[config.mk]
export PLATFORM = sky130hd
export DESIGN_NAME = mem_arbiter_flat
export DESIGN_NICKNAME = d
export VERILOG_FILES = /design/src/rtl/mem_arbiter_if.sv /design/src/rtl/mem_arbiter.sv /design/src/flat_wrapper.sv
export SDC_FILE = /design/constraint.sdc
export NUM_CORES = 1
export LEC_CHECK = 0
export ABC_AREA = 1
export BUFFER_PORTS_ARGS = -buffer_cell sky130_fd_sc_hd__clkbuf_2
export CORE_ASPECT_RATIO = 0.5
export CORE_MARGIN = 2
export CORE_UTILIZATION = 50
export CTS_BUF_LIST = sky130_fd_sc_hd__clkbuf_8
export DETAILED_ROUTE_END_ITERATION = 8
export GPL_ROUTABILITY_DRIVEN = 1
export PLACE_DENSITY_LB_ADDON = 0.05
export REMOVE_ABC_BUFFERS = 1
export SYNTH_ARGS = -nofsm -noshare
export SYNTH_HDL_FRONTEND = slang
export SYNTH_SLANG_ARGS = --single-unit
[constraint.sdc]
create_clock -name clk -period 6.85 [get_ports clk]
set_input_delay 0.685 -clock clk [delete_from_list [all_inputs] [get_ports clk]]
set_output_delay 0.685 -clock clk [all_outputs]
set_load 0.1 [all_outputs]
[src/rtl/mem_arbiter_if.sv]
// Bundle of the fetch, data-memory and shared-memory handshakes for mem_arbiter.
// master is the arbiter's view; slave is the requesters' and memory's view.
interface mem_arbiter_if #(
   parameter int AW = 32,
   parameter int DW = 32
);
   logic          if_req;
   logic [AW-1:0] if_addr;
   logic [DW-1:0] if_rdata;
   logic          if_ack;

   logic          dm_req;
   logic          dm_we;
   logic [AW-1:0] dm_addr;
   logic [DW-1:0] dm_wdata;
   logic [DW-1:0] dm_rdata;
   logic          dm_ack;

   logic          mem_req;
   logic          mem_we;
   logic [AW-1:0] mem_addr;
   logic [DW-1:0] mem_wdata;
   logic [DW-1:0] mem_rdata;
   logic          mem_ready;

   modport master (
      input  if_req, if_addr, dm_req, dm_we, dm_addr, dm_wdata, mem_rdata, mem_ready,
      output if_rdata, if_ack, dm_rdata, dm_ack, mem_req, mem_we, mem_addr, mem_wdata
   );

   modport slave (
      output if_req, if_addr, dm_req, dm_we, dm_addr, dm_wdata, mem_rdata, mem_ready,
      input  if_rdata, if_ack, dm_rdata, dm_ack, mem_req, mem_we, mem_addr, mem_wdata
   );
endinterface

[src/rtl/mem_arbiter.sv]
// Two-requester (fetch / data) arbiter in front of a single-port memory.
// Define MEM_ARB_RR_EN for round-robin on simultaneous requests; default is data-over-fetch priority.
module mem_arbiter #(
   parameter int AW = 32,
   parameter int DW = 32
) (
   input  logic          clk,
   input  logic          rst,
   mem_arbiter_if.master bus
);

   typedef enum logic [1:0] {
      IDLE   = 2'd0,
      GNT_IF = 2'd1,
      GNT_DM = 2'd2,
      RESP   = 2'd3
   } state_t;

   state_t        state;
   state_t        state_nxt;
   logic          grant_dm;
   logic          sel_dm;
   logic          we_q;
   logic [AW-1:0] addr_q;
   logic [DW-1:0] wdata_q;
   logic [DW-1:0] if_rdata_q;
   logic [DW-1:0] dm_rdata_q;
   logic          req_c;
   logic          if_ack_c;
   logic          dm_ack_c;

`ifdef MEM_ARB_RR_EN
   // Remembers who was served last so a tie goes to the other requester.
   logic last_dm;
   assign grant_dm = bus.dm_req && (!bus.if_req || !last_dm);
`else
   assign grant_dm = bus.dm_req;
`endif

   // NOTE: always_ff uses non-blocking assignments so every register samples pre-edge values.
   always_ff @(posedge clk or posedge rst) begin
      if (rst) state <= IDLE;
      else     state <= state_nxt;
   end

   // NOTE: every always_comb output gets a default first, otherwise a missed branch infers a latch.
   always_comb begin
      state_nxt = state;
      req_c     = 1'b0;
      if_ack_c  = 1'b0;
      dm_ack_c  = 1'b0;
      case (state)
         IDLE: begin
            if (bus.if_req || bus.dm_req) state_nxt = grant_dm ? GNT_DM : GNT_IF;
         end
         GNT_IF, GNT_DM: begin
            req_c = 1'b1;
            if (bus.mem_ready) state_nxt = RESP;
         end
         RESP: begin
            state_nxt = IDLE;
            if_ack_c  = !sel_dm;
            dm_ack_c  = sel_dm;
         end
         default: state_nxt = IDLE;
      endcase
   end

   always_ff @(posedge clk or posedge rst) begin
      if (rst) begin
         sel_dm     <= 1'b0;
         we_q       <= 1'b0;
         addr_q     <= '0;
         wdata_q    <= '0;
         if_rdata_q <= '0;
         dm_rdata_q <= '0;
`ifdef MEM_ARB_RR_EN
         last_dm    <= 1'b1;
`endif
      end else begin
         if (state == IDLE && (bus.if_req || bus.dm_req)) begin
            sel_dm  <= grant_dm;
            we_q    <= grant_dm && bus.dm_we;
            addr_q  <= grant_dm ? bus.dm_addr : bus.if_addr;
            wdata_q <= grant_dm ? bus.dm_wdata : '0;
`ifdef MEM_ARB_RR_EN
            last_dm <= grant_dm;
`endif
         end
         if (state == GNT_IF && bus.mem_ready) if_rdata_q <= bus.mem_rdata;
         // Stores complete with an ack but leave the load data register alone.
         if (state == GNT_DM && bus.mem_ready && !we_q) dm_rdata_q <= bus.mem_rdata;
      end
   end

   assign bus.mem_req   = req_c;
   assign bus.mem_we    = req_c && we_q;
   assign bus.mem_addr  = addr_q;
   assign bus.mem_wdata = wdata_q;
   assign bus.if_ack    = if_ack_c;
   assign bus.dm_ack    = dm_ack_c;
   assign bus.if_rdata  = if_rdata_q;
   assign bus.dm_rdata  = dm_rdata_q;

endmodule

[src/flat_wrapper.sv]
// flat-port wrapper written by rule: the top's interface ports become plain ports
module mem_arbiter_flat 
#(
   parameter int AW = 32,
   parameter int DW = 32
)
  (clk, rst, bus_if_req, bus_if_addr, bus_dm_req, bus_dm_we, bus_dm_addr, bus_dm_wdata, bus_mem_rdata, bus_mem_ready, bus_if_rdata, bus_if_ack, bus_dm_rdata, bus_dm_ack, bus_mem_req, bus_mem_we, bus_mem_addr, bus_mem_wdata);
  mem_arbiter_if #(.AW(AW), .DW(DW)) bus_i ();
  input  logic clk;
  input  logic rst;
  input wire logic [$bits(bus_i.if_req)-1:0] bus_if_req;
  input wire logic [$bits(bus_i.if_addr)-1:0] bus_if_addr;
  input wire logic [$bits(bus_i.dm_req)-1:0] bus_dm_req;
  input wire logic [$bits(bus_i.dm_we)-1:0] bus_dm_we;
  input wire logic [$bits(bus_i.dm_addr)-1:0] bus_dm_addr;
  input wire logic [$bits(bus_i.dm_wdata)-1:0] bus_dm_wdata;
  input wire logic [$bits(bus_i.mem_rdata)-1:0] bus_mem_rdata;
  input wire logic [$bits(bus_i.mem_ready)-1:0] bus_mem_ready;
  output wire logic [$bits(bus_i.if_rdata)-1:0] bus_if_rdata;
  output wire logic [$bits(bus_i.if_ack)-1:0] bus_if_ack;
  output wire logic [$bits(bus_i.dm_rdata)-1:0] bus_dm_rdata;
  output wire logic [$bits(bus_i.dm_ack)-1:0] bus_dm_ack;
  output wire logic [$bits(bus_i.mem_req)-1:0] bus_mem_req;
  output wire logic [$bits(bus_i.mem_we)-1:0] bus_mem_we;
  output wire logic [$bits(bus_i.mem_addr)-1:0] bus_mem_addr;
  output wire logic [$bits(bus_i.mem_wdata)-1:0] bus_mem_wdata;
  assign bus_i.if_req = bus_if_req;
  assign bus_i.if_addr = bus_if_addr;
  assign bus_i.dm_req = bus_dm_req;
  assign bus_i.dm_we = bus_dm_we;
  assign bus_i.dm_addr = bus_dm_addr;
  assign bus_i.dm_wdata = bus_dm_wdata;
  assign bus_i.mem_rdata = bus_mem_rdata;
  assign bus_i.mem_ready = bus_mem_ready;
  assign bus_if_rdata = bus_i.if_rdata;
  assign bus_if_ack = bus_i.if_ack;
  assign bus_dm_rdata = bus_i.dm_rdata;
  assign bus_dm_ack = bus_i.dm_ack;
  assign bus_mem_req = bus_i.mem_req;
  assign bus_mem_we = bus_i.mem_we;
  assign bus_mem_addr = bus_i.mem_addr;
  assign bus_mem_wdata = bus_i.mem_wdata;
  mem_arbiter #(.AW(AW), .DW(DW)) u_core (.clk(clk), .rst(rst), .bus(bus_i));
endmodule
==> summary.md, run 1 <==
| Metric | Value |
|---|---|
| Status | completed |
| Slew HR | 0.252 |
| Unrepaired setup endpoints after global routing | false |
| Placed inst area | 0.00687 mm^2 |
| Post-layout minimum cycle time | 2.55 ns |
| Maximum clock path buffer count | 2 |
| Final ANT Viol Nets | 0 |
| Die X-Extent | 152 um |
| Number of CTS-inserted buffers | 17 |
| Final global-route overflow total | 0 |
| All-Layer GR Usage | 0.246 |
| WP data required | 6.16 ns |
| WL final | 14.2 mm |
| Cells after synthesis | 658 |
| Largest net degree at the start of global routing | 69 |
| # setup viols final | 0 |
| Clock sinks | 132 |
| First-pass GRT wire length | 23.1 mm |
| Layout Cells excl Fill | 1063 |
| Die height | 78.1 um |
| Final Hold Fails | 0 |
| Setup crit start kind | flop |
| Row cnt | 26 |
| Vias | 5009 |
| Routed wire per std cell | 13.3 um |
| Drt drc | 0 |
| Dpl cells | 1031 |
| Vias per cell | 4.71 |
| H-tree depth | 4 |
| Clock skew | 0.00984 ns |
| Worst-Margin Slew | 1.12 ns |
| HPWL after detailed placement | 9.64 mm |
| Crit path capture type | output pin |
| 1st-iter DRT viols | 346 |
| CTS tree | done |
| Clk pin slew, worst setup/hold paths | 0.07 ns |
| Worst Path Arrival | 1.87 ns |
| Fraction of layout cells with a size suffix above 1 | 0.329 |
| HP Class | in -> async |
| Die ar. | 0.0119 mm^2 |
| Synth warn | 0 |
| FILL cells | 908 |
| Initial core utilization | 0.526 |
| Min Hold Slack | 0.345 ns |
| Area delta synth->final | 34.0% |
| Vias in the first global route | 4820 |
| Avg Cell Area, Syn | 8.35 um^2 |
| Post-synthesis register bit count | 132 |
| Routability cong. | 0.795 |
| Ports | 266 |
| Max Cap Violations | 0 |
| CP max FO | 4 |
| Slew Viols, Final | 0 |
| CTS Hold Bufs | 0 |
| Clk root buf | clkbuf_8 |
| Netlist cell types | 12 |
| Pre-Repair DR Iteration Count | 4 |
| Final nets | 1049 |
| Port bufs | 265 |
| Maximum clock rate | 392 MHz |
| Post-synthesis sequential area ratio | 0.601 |
| Post_cts resized | 0 |
| Clock Latency Late Sink | 0.43 ns |
| Syn Std Cell Area | 0.00549 mm^2 |
| Core Footprint | 0.0104 mm^2 |
| Final instance area | 0.00736 mm^2 |
| Initial antenna violation count | 0 |
| TNS Setup | 0 ns |
| CP Class | reg -> out |
| Diodes inserted | 0 |
| Final Cycle Share | 0.372 |
| Postcts setup bufs | 0 |
## kinds of logic after synthesis
kind of cell / after synthesis / share of synthesized area
flops: 132 / 0.601
compound gates: 67 / 0.0617
simple gates: 374 / 0.264
fa+ha+maj: 5 / 0.0114
buf+inv: 80 / 0.0610
## synthesized netlist by cell type, drive strengths merged
| library cell | instances | share of area |
|---|---|---|
| nand2 | 338 | 0.23 |
| dfrtp | 132 | 0.60 |
| o21ai | 67 | 0.062 |
| inv | 44 | 0.030 |
| nand3 | 33 | 0.030 |
| buf | 20 | 0.020 |
| clkbuf | 16 | 0.011 |
| ha | 5 | 0.011 |
| nor2 | 2 | 0.0014 |
| nand3b | 1 | 0.0020 |
## per-layer routing
metal  global-route usage  vias to the layer above  wire length [um]
li1                     -                     2517                 -
met1                0.314                     2284              6060
met2                0.402                      179              6810
met3               0.0668                       29               953
met4                0.106                        0               342
met5                    0                        -                 0
## worst paths after layout
check	start	end	cells past startpoint	slack, ns
hold reg to reg	u_core.bus.mem_wdata[24]$_DFFE_PP0P_	u_core.bus.mem_wdata[24]$_DFFE_PP0P_	2	0.47
max in group asynchronous	rst	u_core.bus.if_rdata[13]$_DFFE_PP0P_	3	5.25
setup / recovery	u_core.state[0]$_DFFE_PP0P_	bus_mem_we	5	4.30
hold / removal	rst	u_core.bus.mem_addr[31]$_DFFE_PP0P_	2	0.35
setup reg to reg	u_core.state[0]$_DFFE_PP0P_	u_core.bus.dm_rdata[23]$_DFFE_PP0P_	4	4.58
min in group clk	u_core.bus.mem_wdata[24]$_DFFE_PP0P_	u_core.bus.mem_wdata[24]$_DFFE_PP0P_	2	0.47
## cells in the final DEF (no fill, tap or decap)
cell type,count
o21ai_0,66
nand2_2,1
clkinv_4,3
nand3_1,33
nor2_1,2
inv_1,44
clkbuf_8,19
inv_6,2
nand3b_2,1
clkbuf_2,265
ha_1,5
clkinv_2,2
nand2_1,337
dfrtp_1,132
o21ai_4,1
buf_4,4
bufinv_16,6
## critical path, stage by stage, from the launching register on
cell,delay [ns]
dfrtp_1,0.41
inv_1,0.11
ha_1,0.35
nand2_1,0.07
inv_1,0.05
clkbuf_2,0.45
## sequential cells by signal (all words and copies together), names as in the netlist
register and flops:
u_core.state 2, u_core.bus.mem_addr 32, u_core.bus.dm_rdata 32, u_core.bus.if_rdata 32, u_core.bus.mem_wdata 32, u_core.sel_dm 1, u_core.we_q 1
## cell type report
class | instances | area (um^2) | area share
multi-input combinational | 446 | 1860 | 0.253
sequential | 132 | 3300 | 0.449
inverter | 44 | 170 | 0.0231
timing repair buffer | 269 | 1360 | 0.184
clock buffer | 19 | 262 | 0.0355
clock inverter | 13 | 229 | 0.0311
tap | 140 | 175 | 0.0238
## metrics by stage
stage	util	setup WS, ns
after floorplan	-	2.64
after global placement	0.658	4.31
after detailed placement	0.658	4.33
after CTS	0.705	4.26
after global routing	0.705	4.21
final	0.705	4.30
Power of run 1 is not shown: default switching activity piles up to over one toggle a cycle in this logic, so the estimate is an artifact.
==> inputs of run 2 (changes only) <==
--- a/config.mk
+++ b/config.mk
@@ -9,7 +9,7 @@
 export BUFFER_PORTS_ARGS = -buffer_cell sky130_fd_sc_hd__clkbuf_2
 export CORE_ASPECT_RATIO = 0.5
 export CORE_MARGIN = 2
-export CORE_UTILIZATION = 50
+export CORE_UTILIZATION = 48
 export CTS_BUF_LIST = sky130_fd_sc_hd__clkbuf_8
 export DETAILED_ROUTE_END_ITERATION = 8
 export GPL_ROUTABILITY_DRIVEN = 1
==> constraint.sdc (replaced) <==
create_clock -name clk -period 2.48 [get_ports clk]
set_input_delay 0.248 -clock clk [delete_from_list [all_inputs] [get_ports clk]]
set_output_delay 0.248 -clock clk [all_outputs]
set_load 0.1 [all_outputs]
==> run 2 against run 1 <==
  * Core utilization down 4.3 points
  * Non-clock buffer count up 7
  * Wire length down 1.2%
  * Clock skew up 0.0017 ns
  * First-iteration DRC count down 27%
  * Critical path depth unchanged
  * Worst hold slack worse by 0.30 ns
  * Worst setup slack worse by 3.9 ns
  * Sequential cell count unchanged
  * Final cell count up 1.1%
  * Critical path type unchanged
==> summary.md, run 2 (synthesized netlist as in run 1, its figures left out) <==
| Metric | Value |
|---|---|
| Status | completed |
| TNS Setup | 0 ns (unchanged) |
| Placed inst area | 0.00695 mm^2 (+1.1%) |
| Crit path capture type | output pin |
| Core Footprint | 0.0111 mm^2 (+6.1%) |
| Fraction of layout cells with a size suffix above 1 | 0.332 (+0.00290) |
| Area delta synth->final | 33.5% |
| Worst path slowest cell | clkbuf_2 |
| WL final | 14.0 mm (-1.2%) |
| Port bufs | 265 (unchanged) |
| CP Class | reg -> out |
| Post_cts resized | 0 (unchanged) |
| Worst-Margin Slew | 0.687 ns (-0.429 ns) |
| Slew Viols, Final | 0 (unchanged) |
| Routability cong. | 0.779 (-2.0%) |
| Clk root buf | clkbuf_8 |
| Vias in the first global route | 4734 (-1.8%) |
| CP peak stage delay | 0.44 ns (about the same) |
| Crit-path most repeated cell | inv_1 |
| CP max FO | 4 (unchanged) |
| Critical Path Sink | bus_mem_we |
| Top delay family on crit path | buffers and inverters |
| Ports | 266 (unchanged) |
| Maximum clock path buffer count | 2 (unchanged) |
| Clock skew | 0.0115 ns (+0.00170 ns) |
| Die X-Extent | 155 um (+2.0%) |
| Critical-path cell list | inv_1, ha_1, nand2_1, inv_1, clkbuf_2 |
| Slew HR | 0.542 (+0.290) |
| Vias per cell | 4.63 (-1.7%) |
| Final global-route overflow total | 0 (unchanged) |
| Clock Latency Late Sink | 0.43 ns (about the same) |
| Final ANT Viol Nets | 0 (unchanged) |
| Max Cap Violations | 0 (unchanged) |
| Unrepaired setup endpoints after global routing | false |
| CTS tree | done |
| Buffers & Inverters on Critical Path | 3 (unchanged) |
| Worst hold start | bus_dm_wdata[0] |
| Row cnt | 27 (+3.8%) |
| Register area | 0.00330 mm^2 (unchanged) |
| H-tree depth | 4 (unchanged) |
| First-pass GRT wire length | 22.3 mm (-3.8%) |
| Dpl cells | 1042 (+1.1%) |
| FF-to-FF End | u_core.bus.mem_wdata[28]$_DFFE_PP0P_ |
| Commonest non-fill, non-tap cell in the layout | nand2_1 |
| HP Class | in -> reg |
| Die ar. | 0.0124 mm^2 (+4.0%) |
| Pre-Repair DR Iteration Count | 4 (unchanged) |
| FILL cells | 982 (+8.1%) |
| Initial core utilization | 0.496 (-0.0303) |
| Layout Cells excl Fill | 1075 (+1.1%) |
| All-Layer GR Usage | 0.231 (-0.0152) |
| Postcts setup bufs | 0 (unchanged) |
| Crit path depth | 5 (unchanged) |
| HPWL after detailed placement | 9.89 mm (+2.5%) |
| Number of CTS-inserted buffers | 17 (unchanged) |
| Maximum clock rate | 480 MHz |
| Final Cycle Share | 0.840 |
| Final nets | 1056 (+0.67%) |
| WP data required | 2.23 ns (-3.93 ns) |
| Final instance area | 0.00733 mm^2 (-0.37%) |
| Critical R2R Launch | u_core.state[0]$_DFFE_PP0P_ |
| Post-Route Utilization | 0.662 (-0.0431) |
| Vias | 4978 (-0.62%) |
| 1st-iter DRT viols | 254 (-27%) |
| Clock sinks | 132 (unchanged) |
| Worst Path Arrival | 1.83 ns (-0.04 ns) |
| Setup crit start kind | flop |
| Commonest non-fill, non-tap cells in the layout | nand2_1 (337), clkbuf_2 (265), dfrtp_1 (132) |
| Diodes inserted | 0 (unchanged) |
| # setup viols final | 0 (unchanged) |
| Die height | 79.6 um (+2.0%) |
| Initial antenna violation count | 0 (unchanged) |
| Final Hold Fails | 0 (unchanged) |
| Clk pin slew, worst setup/hold paths | 0.08 ns (about the same) |
| Area of the multi-input gates | 0.00186 mm^2 (unchanged) |
| Worst Setup SP | u_core.state[0]$_DFFE_PP0P_ |
| Worst r2r path cells | 6 (+2) |
| Post-layout minimum cycle time | 2.08 ns |
| Routed wire per std cell | 13.0 um (-2.3%) |
| Drt drc | 0 (unchanged) |
| Largest net degree at the start of global routing | 67 (-2.9%) |
| R2r setup slk | 0.78 ns (-3.80 ns) |
[run 2: changes by cell type in the layout (fill, tap and decap cells not counted)]
cell | previous run | this run
clkinvlp_4 | 0 | 2
clkbuf_8 | 19 | 17
buf_4 | 4 | 8
dlygate4sd3_1 | 0 | 1
inv_1 | 44 | 45
buf_12 | 0 | 2
clkinv_2 | 2 | 5
bufinv_16 | 6 | 2
[run 2: repair_timing]
action                     in CTS  in global routing
hold buffers                    1                  0
setup endpoints to repair       0                  0
hold endpoints to repair       55                  0
[run 2: area by class of cell]
class / count / area share
flip-flops and latches: 132 / 0.451
multi-input cells: 446 / 0.254
repair buffers: 276 / 0.196
clock buffers: 17 / 0.0319
well taps: 145 / 0.0247
inverters: 44 / 0.0232
clock inverters: 15 / 0.0195
[run 2: per-layer routing]
layer  vias to the layer above  part of all wire  global-route usage
met2                       168              0.48               0.394
met4                         0             0.012              0.0761
met5                         -                 0                   0
met1                      2258              0.45               0.292
li1                       2536                 -                   -
met3                        16             0.063              0.0597
[run 2: stage by stage]
| stage | hold WS, ns | setup slack [ns] |
|---|---|---|
| 2_1_floorplan | 0.390 | -1.29 |
| 3_3_place_gp | 0.338 | 0.868 |
| 3_5_place_dp | 0.344 | 0.798 |
| 4_1_cts | 0.0238 | 0.372 |
| 5_1_grt | 0.0305 | 0.314 |
| 6_report | 0.0501 | 0.397 |
[run 2: worst min-delay path, delay by kind of cell]
family | cells | cell delay [ns]
and+or+nand+nor | 2 | 0.11
buffers and inverters | 1 | 0.08
[run 2: how the worst min path moves through the flow]
| stage | endpoint | slack, ns | cells after the start |
|---|---|---|---|
| after CTS | u_core.bus.mem_wdata[0]$_DFFE_PP0P_ | 0.02 | 3 |
| after floorplan | u_core.bus.mem_wdata[31]$_DFFE_PP0P_ | 0.39 | 2 |
| after global placement | u_core.bus.mem_wdata[18]$_DFFE_PP0P_ | 0.34 | 2 |
| after detailed placement | u_core.bus.mem_wdata[18]$_DFFE_PP0P_ | 0.34 | 2 |
| final | u_core.bus.mem_wdata[0]$_DFFE_PP0P_ | 0.05 | 3 |
| after global routing | u_core.bus.mem_wdata[17]$_DFFE_PP0P_ | 0.03 | 3 |
Power of run 2 is left out for the same reason.
